File: config.mk
export PLATFORM = sky130hd
export DESIGN_NAME = unidad_riesgos_ctrl
export DESIGN_NICKNAME = d
export VERILOG_FILES = /design/src/rtl/riesgos_pkg.sv /design/src/rtl/riesgos_detector.sv /design/src/rtl/unidad_riesgos_ctrl.sv
export SDC_FILE = /design/constraint.sdc
export NUM_CORES = 1
export LEC_CHECK = 0
export CELL_PAD_IN_SITES_DETAIL_PLACEMENT = 0
export CELL_PAD_IN_SITES_GLOBAL_PLACEMENT = 1
export CORE_MARGIN = 2
export CORE_UTILIZATION = 36
export DETAILED_ROUTE_END_ITERATION = 8
export PLACE_DENSITY = 0.78
export SLEW_MARGIN = 20
export SYNTH_ARGS = -nofsm -noshare
export SYNTH_HDL_FRONTEND = slang
export SYNTH_SLANG_ARGS = --single-unit
File: constraint.sdc
create_clock -name i_clk -period 2.6 [get_ports i_clk]
set_input_delay 0.52 -clock i_clk [delete_from_list [all_inputs] [get_ports i_clk]]
set_output_delay 0.52 -clock i_clk [all_outputs]
set_load 0.02 [all_outputs]
File: src/rtl/riesgos_pkg.sv
// Shared definitions for the hazard-control unit of the 5-stage MIPS pipeline.
// Contents: FSM state encoding, register-index width, default drain length
// and the operand-match helper used by the stall detector.
package riesgos_pkg;

  localparam int REG_W            = 5;
  localparam int DRAIN_CYCLES_DEF = 4;

  typedef enum logic [1:0] {
    ST_RUN    = 2'd0,
    ST_DRAIN  = 2'd1,
    ST_HALTED = 2'd2
  } estado_e;

  // A producer register r feeds the ID instruction when it is not $zero and
  // equals a source register that the instruction actually reads.
  function automatic logic reg_match(
    input logic [REG_W-1:0] r,
    input logic [REG_W-1:0] rs,
    input logic [REG_W-1:0] rt,
    input logic             usa_rs,
    input logic             usa_rt
  );
    return (r != {REG_W{1'b0}}) && (((r == rs) && usa_rs) || ((r == rt) && usa_rt));
  endfunction

endpackage

File: src/rtl/riesgos_detector.sv
// Combinational stall detector.
// Inputs : ID source registers and their use flags, ID branch flag,
//          EX MemRead/RegWrite/rd, MEM MemRead/rd.
// Output : o_stall, high whenever the ID instruction must wait one cycle.
module riesgos_detector
  import riesgos_pkg::*;
(
  input  logic [REG_W-1:0] i_id_rs,
  input  logic [REG_W-1:0] i_id_rt,
  input  logic             i_id_usa_rs,
  input  logic             i_id_usa_rt,
  input  logic             i_id_branch,
  input  logic             i_ex_memread,
  input  logic             i_ex_regwrite,
  input  logic [REG_W-1:0] i_ex_rd,
  input  logic             i_mem_memread,
  input  logic [REG_W-1:0] i_mem_rd,
  output logic             o_stall
);

  logic match_ex;
  logic match_mem;

  assign match_ex  = reg_match(i_ex_rd,  i_id_rs, i_id_rt, i_id_usa_rs, i_id_usa_rt);
  assign match_mem = reg_match(i_mem_rd, i_id_rs, i_id_rt, i_id_usa_rs, i_id_usa_rt);

  // Load-use always stalls; branches resolve in ID, so they also wait for an
  // ALU result in EX and for a load still in MEM (giving load->branch 2 cycles).
  assign o_stall = (i_ex_memread && match_ex)
                 || (i_id_branch && i_ex_regwrite && match_ex)
                 || (i_id_branch && i_mem_memread && match_mem);

endmodule

File: src/rtl/unidad_riesgos_ctrl.sv
// Hazard-control unit: drives the ID bubble mux, PC and IF/ID enables and the
// IF/ID flush, sequences HALT (drain then sticky halted), keeps debug counters.
// Ports: i_clk, i_reset (sync, active low), i_enable (debug run/step),
//        ID/EX/MEM hazard inputs, o_riesgo/o_pc_write/o_ifid_write/
//        o_ifid_flush (combinational), o_halted, o_cnt_stall/flush/ciclos.
module unidad_riesgos_ctrl
  import riesgos_pkg::*;
#(
  parameter int DRAIN_CYCLES = DRAIN_CYCLES_DEF,
  parameter int CNT_W        = 32
) (
  input  logic             i_clk,
  input  logic             i_reset,
  input  logic             i_enable,
  input  logic [REG_W-1:0] i_id_rs,
  input  logic [REG_W-1:0] i_id_rt,
  input  logic             i_id_usa_rs,
  input  logic             i_id_usa_rt,
  input  logic             i_id_branch,
  input  logic             i_id_taken,
  input  logic             i_id_halt,
  input  logic             i_ex_memread,
  input  logic             i_ex_regwrite,
  input  logic [REG_W-1:0] i_ex_rd,
  input  logic             i_mem_memread,
  input  logic [REG_W-1:0] i_mem_rd,
  output logic             o_riesgo,
  output logic             o_pc_write,
  output logic             o_ifid_write,
  output logic             o_ifid_flush,
  output logic             o_halted,
  output logic [CNT_W-1:0] o_cnt_stall,
  output logic [CNT_W-1:0] o_cnt_flush,
  output logic [CNT_W-1:0] o_cnt_ciclos
);

  localparam int               DW         = (DRAIN_CYCLES > 1) ? $clog2(DRAIN_CYCLES) : 1;
  localparam logic [DW-1:0]    DRAIN_LOAD = DW'(DRAIN_CYCLES - 1);
  localparam logic [CNT_W-1:0] CNT_MAX    = {CNT_W{1'b1}};

  estado_e          estado_q, estado_d;
  logic [DW-1:0]    drain_q, drain_d;
  logic [CNT_W-1:0] stall_q, stall_d;
  logic [CNT_W-1:0] flush_q, flush_d;
  logic [CNT_W-1:0] ciclos_q, ciclos_d;
  logic             stall_s;

  function automatic logic [CNT_W-1:0] sat_inc(input logic [CNT_W-1:0] v);
    return (v == CNT_MAX) ? v : v + CNT_W'(1);
  endfunction

  riesgos_detector u_detector (
    .i_id_rs       (i_id_rs),
    .i_id_rt       (i_id_rt),
    .i_id_usa_rs   (i_id_usa_rs),
    .i_id_usa_rt   (i_id_usa_rt),
    .i_id_branch   (i_id_branch),
    .i_ex_memread  (i_ex_memread),
    .i_ex_regwrite (i_ex_regwrite),
    .i_ex_rd       (i_ex_rd),
    .i_mem_memread (i_mem_memread),
    .i_mem_rd      (i_mem_rd),
    .o_stall       (stall_s)
  );

  // State register, drain counter and debug counters.
  always_ff @(posedge i_clk) begin
    if (!i_reset) begin
      estado_q <= ST_RUN;
      drain_q  <= {DW{1'b0}};
      stall_q  <= {CNT_W{1'b0}};
      flush_q  <= {CNT_W{1'b0}};
      ciclos_q <= {CNT_W{1'b0}};
    end else begin
      estado_q <= estado_d;
      drain_q  <= drain_d;
      stall_q  <= stall_d;
      flush_q  <= flush_d;
      ciclos_q <= ciclos_d;
    end
  end

  // Next state and counter updates; everything holds while disabled.
  always_comb begin
    estado_d = estado_q;
    drain_d  = drain_q;
    stall_d  = stall_q;
    flush_d  = flush_q;
    ciclos_d = ciclos_q;
    if (i_enable) begin
      case (estado_q)
        ST_RUN: begin
          ciclos_d = sat_inc(ciclos_q);
          if (stall_s) begin
            stall_d = sat_inc(stall_q);
          end else if (i_id_halt) begin
            drain_d  = DRAIN_LOAD;
            estado_d = ST_DRAIN;
          end else if (i_id_taken) begin
            flush_d = sat_inc(flush_q);
          end else begin
            flush_d = flush_q;
          end
        end
        ST_DRAIN: begin
          ciclos_d = sat_inc(ciclos_q);
          if (drain_q == {DW{1'b0}}) begin
            estado_d = ST_HALTED;
          end else begin
            drain_d = drain_q - DW'(1);
          end
        end
        ST_HALTED: begin
          estado_d = ST_HALTED;
        end
        default: begin
          estado_d = ST_RUN;
        end
      endcase
    end else begin
      estado_d = estado_q;
    end
  end

  // Pipeline control outputs; reset and disable force every enable low.
  always_comb begin
    o_riesgo     = 1'b0;
    o_pc_write   = 1'b0;
    o_ifid_write = 1'b0;
    o_ifid_flush = 1'b0;
    if (!i_reset || !i_enable) begin
      o_riesgo = 1'b0;
    end else begin
      case (estado_q)
        ST_RUN: begin
          if (stall_s) begin
            o_riesgo = 1'b1;
          end else if (i_id_halt) begin
            // HALT itself moves on to EX; the fetch behind it is discarded.
            o_ifid_write = 1'b1;
            o_ifid_flush = 1'b1;
          end else if (i_id_taken) begin
            o_pc_write   = 1'b1;
            o_ifid_write = 1'b1;
            o_ifid_flush = 1'b1;
          end else begin
            o_pc_write   = 1'b1;
            o_ifid_write = 1'b1;
          end
        end
        ST_DRAIN: begin
          o_riesgo     = 1'b1;
          o_ifid_write = 1'b1;
          o_ifid_flush = 1'b1;
        end
        ST_HALTED: begin
          o_riesgo = 1'b1;
        end
        default: begin
          o_riesgo = 1'b0;
        end
      endcase
    end
  end

  assign o_halted     = (estado_q == ST_HALTED);
  assign o_cnt_stall  = stall_q;
  assign o_cnt_flush  = flush_q;
  assign o_cnt_ciclos = ciclos_q;

endmodule

==> impl_metrics.json <==
{
  "synthesis.area_um2": 5290,
  "final_cell_mix": "clkdlybuf4s50_1 (106), dfxtp_1 (100), nor2_1 (76), nand2_1 (63), buf_4 (53)",
  "hold_viol": 0,
  "io_pins": 132,
  "routed_via_density": 5.22,
  "critPathArrivalTime_ns": 2.05,
  "cts_tree": "done",
  "place_area_um2": 7100,
  "synth-seq-cells": 100,
  "cap_violations": 0,
  "routed.top_layer": "met4",
  "dieArea_um2": 15700,
  "first_pass_iters": 5,
  "wl_um": 14900,
  "synth_warnings": 0,
  "rsz0062_at_grt": "yes",
  "htreeDepth": 3,
  "ys.flop_type": "dfxtp_1",
  "dr_wl_met3_um": 599,
  "ant_nets": 0,
  "finish.utilization_pct": 51.5,
  "power_leakage_uw": 0.00256,
  "cp.required_ns": 2.08,
  "syn-instance-count": 646,
  "fin_hold_ws_ns": 0.476,
  "clock_skew_ns": 0.00661,
  "met1_length_um": 6750,
  "async_reset_ff_share_pct": 0,
  "fmax_ghz": 0.389,
  "synth_nets": 686,
  "holdBufCountCts": 0,
  "fillers": 1375,
  "worstMarginPinSlew_ns": 0.525,
  "antenna_found_initial": 0,
  "synth.avg_cell_area_um2": 8.18,
  "overflow": 0,
  "wl_met2_um": 7370,
  "synth_edf_count": 0,
  "status": "completed",
  "cts_root_buf": "clkbuf_16",
  "critPathCaptureType": "output pin",
  "hpwl_um": 11000,
  "vdd_drop_max_v": 0.000292,
  "grt_pass1_wl_um": 24200,
  "syn_to_final_growth_pct": 40.7,
  "cp-start-kind": "input pin",
  "regArea_um2": 2000,
  "drv_slew": 0,
  "min_period_ns": 2.57,
  "nNetsFinal": 857,
  "worstSetupPathType": "in2out",
  "fin_area_um2": 7430,
  "layout_commonest_cell": "clkdlybuf4s50_1",
  "dieHeight_um": 125,
  "place.gp.congestion": 0.869,
  "drc": 0,
  "start_util_pct": 36.6,
  "rows": 44,
  "die_x_um": 125,
  "cts_made_buffers": 9,
  "clk_transition_reported_paths_ns": 0.07,
  "fin_crit_sh_pct": 98.9,
  "dr.first_iter.drc_count": 210,
  "grtUsageTotal_pct": 18.6,
  "min_path_type": "reg2reg",
  "grt_max_degree": 50,
  "power_density_nw_per_um2": 443,
  "vias": 5248,
  "grt_pass1_vias": 4969,
  "multi_input_area_um2": 3160,
  "insertion_delay_ns": 0.34,
  "wl_per_cell_um": 14.8,
  "synth_cell_type_count": 49,
  "max_slew_margin_pct": 64.7,
  "cts.sinks": 100,
  "drive_above_1_share_pct": 12.3,
  "cp_max_fo": 2,
  "max-clock-path-buffers": 2,
  "ys_seq_area_share_pct": 37.9,
  "finalSetupViolCount": 0,
  "core_um2": 14400,
  "portBuffers": 131
}
-- state kept, by name (all words and copies together), names as in the netlist --
register      cells
o_cnt_stall      32
estado_q          2
drain_q           2
o_cnt_flush      32
o_cnt_ciclos     32
-- cells in the mapped netlist, types with 7 or more instances --
| master | instances | area share (%) |
|---|---|---|
| a21oi_1 | 28 | 2.7 |
| and2_1 | 8 | 0.95 |
| and3_1 | 8 | 0.95 |
| and4_1 | 7 | 1.2 |
| clkbuf_1 | 18 | 1.3 |
| dfxtp_1 | 100 | 38 |
| ha_1 | 9 | 2.1 |
| inv_1 | 19 | 1.3 |
| mux2i_1 | 16 | 3.0 |
| nand2_1 | 63 | 4.5 |
| nand2b_1 | 12 | 1.4 |
| nand3_1 | 46 | 4.4 |
| nand4_1 | 31 | 3.7 |
| nor2_1 | 77 | 5.5 |
| nor3_1 | 24 | 2.3 |
| nor4_1 | 15 | 1.8 |
| o21ai_0 | 18 | 1.7 |
| o21bai_1 | 7 | 0.99 |
| o31ai_1 | 7 | 0.99 |
| or3_1 | 18 | 2.1 |
| or4_1 | 9 | 1.3 |
| xnor2_1 | 41 | 6.8 |
| xor2_1 | 26 | 4.3 |
-- what timing repair did --
item / in CTS / in global routing
gates resized for setup: 48 / 9
endpoints found under the setup margin: 30 / 10
setup buffers: 3 / 2
pin swaps: 12 / 7
-- power breakdown --
part           total (uW)  switching [uW]  internal [uW]  leakage, uW
Clock                1340             572            768     0.000140
Sequential           1560            16.6           1550     0.000806
Combinational         388             213            175      0.00161
-- final cells by class --
| type | count | area share (%) |
|---|---|---|
| Inverter | 19 | 0.959 |
| Clock inverter | 2 | 0.471 |
| Antenna cell | 1 | 0.0337 |
| Tap cell | 184 | 3.10 |
| Timing Repair Buffer | 184 | 22.7 |
| Sequential cell | 100 | 26.9 |
| Clock buffer | 13 | 3.37 |
| Multi-Input combinational cell | 503 | 42.5 |
-- path summary, 6_finish.rpt --
check / startpoint / depth (start not counted) / to / slack [ns]
hold / removal: o_cnt_stall[9] / 2 / o_cnt_stall[9] / 0.48
hold reg to reg: o_cnt_stall[9] / 2 / o_cnt_stall[9] / 0.48
setup reg to reg: o_cnt_flush[5] / 7 / o_cnt_flush[25] / 0.20
setup / recovery: i_mem_rd[1] / 8 / o_riesgo / 0.03
-- metal layers --
| metal | global-route usage [%] | vias up |
|---|---|---|
| met4 | 7.19 | 0 |
| met5 | 0 | - |
| met1 | 23.5 | 2490 |
| li1 | - | 2634 |
| met3 | 3.42 | 14 |
| met2 | 31.6 | 110 |
-- per-stage QoR --
stage               power, uW  cells  worst slack [ns]  TNS, ns
floorplan                1790    646           -0.0100  -0.0100
CTS                      3330   1003            0.0135        0
global route             3420   1005           -0.0384  -0.0384
finish                   3290   1006            0.0285        0
detailed placement       1990    985            -0.807   -23.89
global placement         1980    985            -0.785   -20.80
-- worst max-delay path, stage by stage --
cell and delay [ns]:
buf_6 0.09, or3_1 0.35, o311a_1 0.37, buf_4 0.15
a22o_1 0.21, a21oi_2 0.15, nor3_2 0.05, buf_4 0.15
-- cells by family (layout without fill, tap and decap cells) --
logic type,count (synthesis),after routing,share of synthesized area [%]
AOI/OAI and AO/OA,79,79,9.49
xor gates and xnor gates,67,67,11.1
adders and majority gates,9,9,2.13
buffers and inverters,43,218,3.48
DFF,100,100,37.9
muxes,16,16,3.03
other,0,1,0
and+or+nand+nor,332,332,32.9
(Power assumes the default switching activity.)
